<file path="src/rtl/hazard_if.sv">
// Hazard-control bus between the hazard unit and the pipeline stage registers.
// The master side belongs to the hazard unit, the slave side to the pipeline.
interface hazard_if #(
    parameter int unsigned RA = 5,
    parameter int unsigned SW = 16
);
    logic [RA-1:0] id_reg_1_idx;
    logic [RA-1:0] id_reg_2_idx;
    logic          ex_mem_read;
    logic [RA-1:0] ex_reg_dest_idx;
    logic          id_branch_taken;
    logic          mem_req;
    logic          mem_ready;

    logic [1:0]    pc_hazard;
    logic [1:0]    if_id_hazard;
    logic [1:0]    id_ex_hazard;
    logic [1:0]    ex_mem_hazard;
    logic [1:0]    mem_wb_hazard;
    logic          mem_timeout;
    logic [SW-1:0] stall_cycles;

    modport master (
        input  id_reg_1_idx, id_reg_2_idx, ex_mem_read, ex_reg_dest_idx,
               id_branch_taken, mem_req, mem_ready,
        output pc_hazard, if_id_hazard, id_ex_hazard, ex_mem_hazard, mem_wb_hazard,
               mem_timeout, stall_cycles
    );

    modport slave (
        output id_reg_1_idx, id_reg_2_idx, ex_mem_read, ex_reg_dest_idx,
               id_branch_taken, mem_req, mem_ready,
        input  pc_hazard, if_id_hazard, id_ex_hazard, ex_mem_hazard, mem_wb_hazard,
               mem_timeout, stall_cycles
    );
endinterface

</file>
<file path="src/rtl/hazard_unit.sv">
// Pipeline hazard unit: load-use, taken-branch flush and slow-memory stalls with a
// timeout FSM, plus a saturating count of cycles in which the PC was held.
module hazard_unit #(
    parameter int unsigned REG_FILE_ADDR_WIDTH = 5,
    parameter int unsigned MEM_TIMEOUT         = 255,
    parameter int unsigned STALL_CNT_WIDTH     = 16
) (
    input  logic     clk,
    input  logic     rst,
    hazard_if.master bus
);
    localparam int unsigned HOLD_BIT = 0;

    typedef logic [1:0] hz_t;
    localparam hz_t HZ_NONE    = 2'b00;
    localparam hz_t HZ_HOLD    = 2'b01;
    localparam hz_t HZ_BUBBLE  = 2'b10;
    localparam hz_t HZ_DISCARD = 2'b11;

    // Last MEM_WAIT count before the access is abandoned.
    localparam logic [7:0] WAIT_LAST = 8'(MEM_TIMEOUT - 1);

    typedef enum logic [1:0] {
        NORMAL   = 2'b00,
        MEM_WAIT = 2'b01
    } state_t;

    state_t                       state_q, state_d;
    logic [7:0]                   wait_cnt_q, wait_cnt_d;
    logic                         timeout_q, timeout_d;
    logic [STALL_CNT_WIDTH-1:0]   stall_q;

    logic [REG_FILE_ADDR_WIDTH-1:0] id_rs1, id_rs2, ex_rd;
    logic                           load_use;
    logic                           mem_stall;

    hz_t pc_d, if_id_d, id_ex_d, ex_mem_d, mem_wb_d;

    assign id_rs1 = bus.id_reg_1_idx;
    assign id_rs2 = bus.id_reg_2_idx;
    assign ex_rd  = bus.ex_reg_dest_idx;

    // r0 is hard-wired to zero, so a load targeting it never creates a dependency.
    assign load_use  = bus.ex_mem_read && (ex_rd != '0) &&
                       ((ex_rd == id_rs1) || (ex_rd == id_rs2));
    assign mem_stall = bus.mem_req && !bus.mem_ready;

    // NOTE: every signal written here gets a default first, so no path leaves one
    // unassigned and no latch is inferred.
    always_comb begin
        state_d    = state_q;
        wait_cnt_d = wait_cnt_q;
        timeout_d  = 1'b0;
        pc_d       = HZ_NONE;
        if_id_d    = HZ_NONE;
        id_ex_d    = HZ_NONE;
        ex_mem_d   = HZ_NONE;
        mem_wb_d   = HZ_NONE;

        case (state_q)
            NORMAL: begin
                if (mem_stall) begin
                    pc_d       = HZ_HOLD;
                    if_id_d    = HZ_HOLD;
                    id_ex_d    = HZ_HOLD;
                    ex_mem_d   = HZ_HOLD;
                    mem_wb_d   = HZ_BUBBLE;
                    state_d    = MEM_WAIT;
                    wait_cnt_d = 8'd1;
                end else if (load_use) begin
                    pc_d    = HZ_HOLD;
                    if_id_d = HZ_HOLD;
                    id_ex_d = HZ_DISCARD;
                end else if (bus.id_branch_taken) begin
                    if_id_d = HZ_BUBBLE;
                end
            end

            // Load-use and branch inputs are ignored here; the frozen pipeline
            // presents them again once the memory access is over.
            MEM_WAIT: begin
                if (bus.mem_ready) begin
                    state_d    = NORMAL;
                    wait_cnt_d = '0;
                end else if (wait_cnt_q == WAIT_LAST) begin
                    // Abort: EX/MEM advances so the dead access leaves MEM.
                    pc_d       = HZ_HOLD;
                    if_id_d    = HZ_HOLD;
                    id_ex_d    = HZ_HOLD;
                    mem_wb_d   = HZ_BUBBLE;
                    timeout_d  = 1'b1;
                    state_d    = NORMAL;
                    wait_cnt_d = '0;
                end else begin
                    pc_d       = HZ_HOLD;
                    if_id_d    = HZ_HOLD;
                    id_ex_d    = HZ_HOLD;
                    ex_mem_d   = HZ_HOLD;
                    mem_wb_d   = HZ_BUBBLE;
                    wait_cnt_d = wait_cnt_q + 8'd1;
                end
            end

            default: begin
                state_d    = NORMAL;
                wait_cnt_d = '0;
            end
        endcase
    end

    // NOTE: sequential state uses non-blocking assignments so every register samples
    // the pre-edge values regardless of statement order.
    always_ff @(posedge clk or posedge rst) begin
        if (rst) begin
            state_q    <= NORMAL;
            wait_cnt_q <= '0;
            timeout_q  <= 1'b0;
            stall_q    <= '0;
        end else begin
            state_q    <= state_d;
            wait_cnt_q <= wait_cnt_d;
            timeout_q  <= timeout_d;
            if (pc_d[HOLD_BIT] && (stall_q != '1)) begin
                stall_q <= stall_q + 1'b1;
            end
        end
    end

    // Hazard controls are forced idle for the whole time reset is asserted.
    assign bus.pc_hazard     = rst ? HZ_NONE : pc_d;
    assign bus.if_id_hazard  = rst ? HZ_NONE : if_id_d;
    assign bus.id_ex_hazard  = rst ? HZ_NONE : id_ex_d;
    assign bus.ex_mem_hazard = rst ? HZ_NONE : ex_mem_d;
    assign bus.mem_wb_hazard = rst ? HZ_NONE : mem_wb_d;
    assign bus.mem_timeout   = timeout_q;
    assign bus.stall_cycles  = stall_q;

endmodule

</file>
<file path="src/flat_wrapper.sv">
// flat-port wrapper written by rule: the top's interface ports become plain ports
module hazard_unit_flat 
#(
    parameter int unsigned REG_FILE_ADDR_WIDTH = 5,
    parameter int unsigned MEM_TIMEOUT         = 255,
    parameter int unsigned STALL_CNT_WIDTH     = 16
)
  (clk, rst, bus_id_reg_1_idx, bus_id_reg_2_idx, bus_ex_mem_read, bus_ex_reg_dest_idx, bus_id_branch_taken, bus_mem_req, bus_mem_ready, bus_pc_hazard, bus_if_id_hazard, bus_id_ex_hazard, bus_ex_mem_hazard, bus_mem_wb_hazard, bus_mem_timeout, bus_stall_cycles);
  hazard_if #(.RA(5), .SW((16))) bus_i ();
  input  logic clk;
  input  logic rst;
  input wire logic [$bits(bus_i.id_reg_1_idx)-1:0] bus_id_reg_1_idx;
  input wire logic [$bits(bus_i.id_reg_2_idx)-1:0] bus_id_reg_2_idx;
  input wire logic [$bits(bus_i.ex_mem_read)-1:0] bus_ex_mem_read;
  input wire logic [$bits(bus_i.ex_reg_dest_idx)-1:0] bus_ex_reg_dest_idx;
  input wire logic [$bits(bus_i.id_branch_taken)-1:0] bus_id_branch_taken;
  input wire logic [$bits(bus_i.mem_req)-1:0] bus_mem_req;
  input wire logic [$bits(bus_i.mem_ready)-1:0] bus_mem_ready;
  output wire logic [$bits(bus_i.pc_hazard)-1:0] bus_pc_hazard;
  output wire logic [$bits(bus_i.if_id_hazard)-1:0] bus_if_id_hazard;
  output wire logic [$bits(bus_i.id_ex_hazard)-1:0] bus_id_ex_hazard;
  output wire logic [$bits(bus_i.ex_mem_hazard)-1:0] bus_ex_mem_hazard;
  output wire logic [$bits(bus_i.mem_wb_hazard)-1:0] bus_mem_wb_hazard;
  output wire logic [$bits(bus_i.mem_timeout)-1:0] bus_mem_timeout;
  output wire logic [$bits(bus_i.stall_cycles)-1:0] bus_stall_cycles;
  assign bus_i.id_reg_1_idx = bus_id_reg_1_idx;
  assign bus_i.id_reg_2_idx = bus_id_reg_2_idx;
  assign bus_i.ex_mem_read = bus_ex_mem_read;
  assign bus_i.ex_reg_dest_idx = bus_ex_reg_dest_idx;
  assign bus_i.id_branch_taken = bus_id_branch_taken;
  assign bus_i.mem_req = bus_mem_req;
  assign bus_i.mem_ready = bus_mem_ready;
  assign bus_pc_hazard = bus_i.pc_hazard;
  assign bus_if_id_hazard = bus_i.if_id_hazard;
  assign bus_id_ex_hazard = bus_i.id_ex_hazard;
  assign bus_ex_mem_hazard = bus_i.ex_mem_hazard;
  assign bus_mem_wb_hazard = bus_i.mem_wb_hazard;
  assign bus_mem_timeout = bus_i.mem_timeout;
  assign bus_stall_cycles = bus_i.stall_cycles;
  hazard_unit #(.REG_FILE_ADDR_WIDTH(REG_FILE_ADDR_WIDTH), .MEM_TIMEOUT(MEM_TIMEOUT), .STALL_CNT_WIDTH(STALL_CNT_WIDTH)) u_core (.clk(clk), .rst(rst), .bus(bus_i));
endmodule
</file>
<file path="config.mk">
export PLATFORM = sky130hd
export DESIGN_NAME = hazard_unit_flat
export DESIGN_NICKNAME = d
export VERILOG_FILES = /design/src/rtl/hazard_if.sv /design/src/rtl/hazard_unit.sv /design/src/flat_wrapper.sv
export SDC_FILE = /design/constraint.sdc
export NUM_CORES = 1
export LEC_CHECK = 0
export ABC_AREA = 1
export CELL_PAD_IN_SITES_DETAIL_PLACEMENT = 1
export CELL_PAD_IN_SITES_GLOBAL_PLACEMENT = 2
export CORE_ASPECT_RATIO = 1.4
export CORE_MARGIN = 1.5
export CORE_UTILIZATION = 27
export CTS_BUF_LIST = sky130_fd_sc_hd__clkbuf_4 sky130_fd_sc_hd__clkbuf_8
export CTS_CLUSTER_DIAMETER = 200
export CTS_CLUSTER_SIZE = 25
export DETAILED_ROUTE_END_ITERATION = 12
export PLACE_DENSITY = 0.84
export SYNTH_ARGS = -nofsm -noshare
export SYNTH_HDL_FRONTEND = slang
export SYNTH_SLANG_ARGS = --single-unit
export TNS_END_PERCENT = 10
</file>
<file path="constraint.sdc">
create_clock -name clk -period 2.25 [get_ports clk]
set_input_delay 0.225 -clock clk [delete_from_list [all_inputs] [get_ports clk]]
set_output_delay 0.225 -clock clk [all_outputs]
set_load 0.005 [all_outputs]
</file>
==> flow_summary.toml <==
[clock_network]
clock_sinks = 26
cts_buffer_depth = 2
cts_tree = "yes"
post-cts-setup-buffers = 0
ctsHtreeMaxLevel = 1
cts_root_buf = "clkbuf_8"
insertion_delay_ns = 0.27
clk_pin_slew_worst_paths_ns = 0.10
cts_inserted_buffers = 3

[cells_and_area]
regArea_um2 = 650.6
area_growth_pct = 33.76
drive_gt1_frac = 0.07744
fillers = 783
antennaDiodeCount = 0
multiInputGateArea_um2 = 943.4
final_nets = 323

[power]
p_leak_uw = 0.001158
power_frac_seq = 0.470
clkPwrFrac = 0.223
ir_worst_vdd_v = 0.0002153
netSwitchingFraction = 0.3233
p_int_uw = 838.0
netSwitchingPower_uw = 400.3
power_frac_comb = 0.307
p_per_area_nw_per_um2 = 527.0

[yosys]
synth_top_area_frac = 0.3704
ys.warnings.count = 0
synthSimpleGateAreaFrac = 0.3789
synth_compound_area_frac = 0.04701
ys_seq_area_frac = 0.3704
synth_top_family_by_area = "simple AND/OR/NAND/NOR gates"
synthArstFlopShare = 1.000
synth_ff_type = "dfrtp_1"
synth_top_area_cell = "dfrtp_1"
syn_avg_cell_area_um2 = 7.083
muxShareOfSynthArea = 0
ys_types = 24
synthTopCellsByArea = "dfrtp_1, nand2_1, nand3_1, inv_1, nor2_1"
synthAdderAreaFrac = 0.02137
yosys.area_share.xor_xnor = 0.07977
ys_ff_latch = 26
synthCells = 248
synth_area_um2 = 1757
synth_edf_count = 0

[timing]
finClkSkew_ns = 0.004740
setup_viol = 0
fmax_mhz = 478.8
slew_violations = 0
timing.hold.ws_ns = 0.4883
setup_tns_ns = 0
rsz0062_at_grt = "false"
period_needed_ns = 2.088
worst_slack_ns = 0.1616
hold_viol = 0
post-route-period-util = 0.9282

[worst_setup_path]
setup.worst_path.start_class = "flip-flop"
worst_ep_arrival_time_ns = 1.86
r2r_cells = 9
cp_max_fo = 5
r2r-start = "u_core.bus.stall_cycles[1]"
worstPathRequired_ns = 2.03
rr_endpoint = "u_core.bus.stall_cycles[9]"
critPathKind = "reg2out"
rrSetupSlack_ns = 0.35
setup.worst_path.end_class = "output port"

[place]
place_congestion = 0.7772
io_buffers = 44
hpwl_mm = 3.734
post-place-ws_ns = -0.1390

[global_routing]
grt_max_degree = 27
gr-total-overflow = 0
grt_use_total = 0.1384
grt_first_pass_wirelength_mm = 7.921
antenna_found_initial = 0
grt_pass1_vias = 1740

[run]
drv_cap = 0

[run_status]
outcome = "complete, no violations"

[floorplanning]
rows = 34
die_w_um = 71.17
initial_core_util = 0.2809
die_area_um2 = 7006
io_pins = 48
core_um2 = 6254
die_y_um = 98.44

[route]
wl_per_cell_um = 12.80
first_pass_iters = 4
drc = 0
vias = 1706
ant_nets = 0
routed_wl_mm = 4.725
viasPerCell = 4.623
drtIter0Drc = 69

[min_path]
hp-class = "in2async"
-- timing repair --
action | CTS | global route
endpoints found under the setup margin | 4 | 0
resized for setup | 6 | 0
hold buffers | 0 | 0
-- worst max-delay path by stage --
stage,from,to,slack (ns),cells after the start
3_3_place_gp,bus_ex_reg_dest_idx[1],bus_if_id_hazard[0],-0.12,10
6_report,u_core.wait_cnt_q[0],bus_ex_mem_hazard[0],0.16,6
4_1_cts,u_core.wait_cnt_q[0],bus_ex_mem_hazard[0],0.14,6
5_1_grt,u_core.wait_cnt_q[0],bus_ex_mem_hazard[0],0.02,6
2_1_floorplan,u_core.bus.stall_cycles[0],u_core.bus.stall_cycles[8],0.60,9
3_5_place_dp,bus_ex_reg_dest_idx[1],bus_id_ex_hazard[0],-0.14,10
-- worst max-delay path, cell delays in order (launching register included) --
cell             delay [ns]
dfrtp_1                0.43
inv_1                  0.06
ha_1                   0.19
nand4_1                0.11
nand2_1                0.13
a21oi_1                0.15
clkdlybuf4s50_1        0.53
-- logic make-up after synthesis --
logic type	Yosys count
buffers and inverters	38
adder cells (fa/ha/maj)	3
other	1
AND/OR/NAND/NOR	148
flip-flops	26
AO/OA/AOI/OAI	16
XOR/XNOR	16
-- layout make-up --
| cell class | count | share of cell area |
|---|---|---|
| tap | 72 | 0.03834 |
| clock buffer | 3 | 0.01757 |
| timing repair buffer | 53 | 0.2194 |
| multi-input combinational | 186 | 0.4015 |
| inverter | 29 | 0.04633 |
| sequential | 26 | 0.2769 |
-- state kept, by name (all words and copies together), names as in the netlist --
name,count
u_core.bus.mem_timeout,1
u_core.bus.stall_cycles,16
u_core.state_q,1
u_core.wait_cnt_q,8
-- placed cells by master (no fill, tap or decap) --
master,count
o21ai_0,7
o21bai_1,1
or2_2,2
dlygate4sd2_1,4
a21oi_1,7
nand2_1,78
nor2_4,2
xnor2_1,10
inv_1,29
nand2_4,1
nor2_2,1
nor3_1,5
dfrtp_1,26
xor2_1,6
a21oi_2,1
clkbuf_8,3
conb_1,3
nand4_1,4
nand3_2,1
nand3_1,27
nor2_1,23
buf_12,1
nor3b_1,1
buf_4,8
nand2_2,2
clkdlybuf4s50_1,40
ha_1,3
nand4_4,1
-- per-layer routing --
metal / up-vias / track usage / wire length (um)
met1: 788 / 0.1638 / 2019
met3: 3 / 0.01431 / 166
met4: 0 / 0.03483 / 16
li1: 867 / - / -
met5: - / 0 / 0
met2: 48 / 0.2607 / 2522
-- per-stage QoR --
step | power, uW | cell area (um2) | cells | utilization
floorplan | 773.7 | 1764 | 250 | -
global placement | 968.3 | 2307 | 366 | 0.3689
detailed placement | 980.5 | 2307 | 366 | 0.3689
CTS | 1257 | 2350 | 369 | 0.3758
global route | 1323 | 2350 | 369 | 0.3758
finish | 1238 | 2350 | 369 | 0.3758
-- power by group through the flow --
stage                     registers [uW]  clock network, uW  logic [uW]
after global placement               589                  0         379
final                                581                277         380
after detailed placement             592                  0         388
after global routing                 593                305         425
after CTS                            583                285         389
after floorplan                      585                  0         189
-- cells in the mapped netlist (3+ instances only) --
| cell | n |
|---|---|
| nor2_1 | 24 |
| a21oi_1 | 8 |
| ha_1 | 3 |
| dfrtp_1 | 26 |
| nand2_1 | 78 |
| buf_2 | 3 |
| xor2_1 | 6 |
| nand4_1 | 4 |
| buf_4 | 5 |
| nand3_1 | 27 |
| o21ai_0 | 7 |
| xnor2_1 | 10 |
| nor3_1 | 5 |
| inv_1 | 29 |
(Power assumes the default switching activity.)
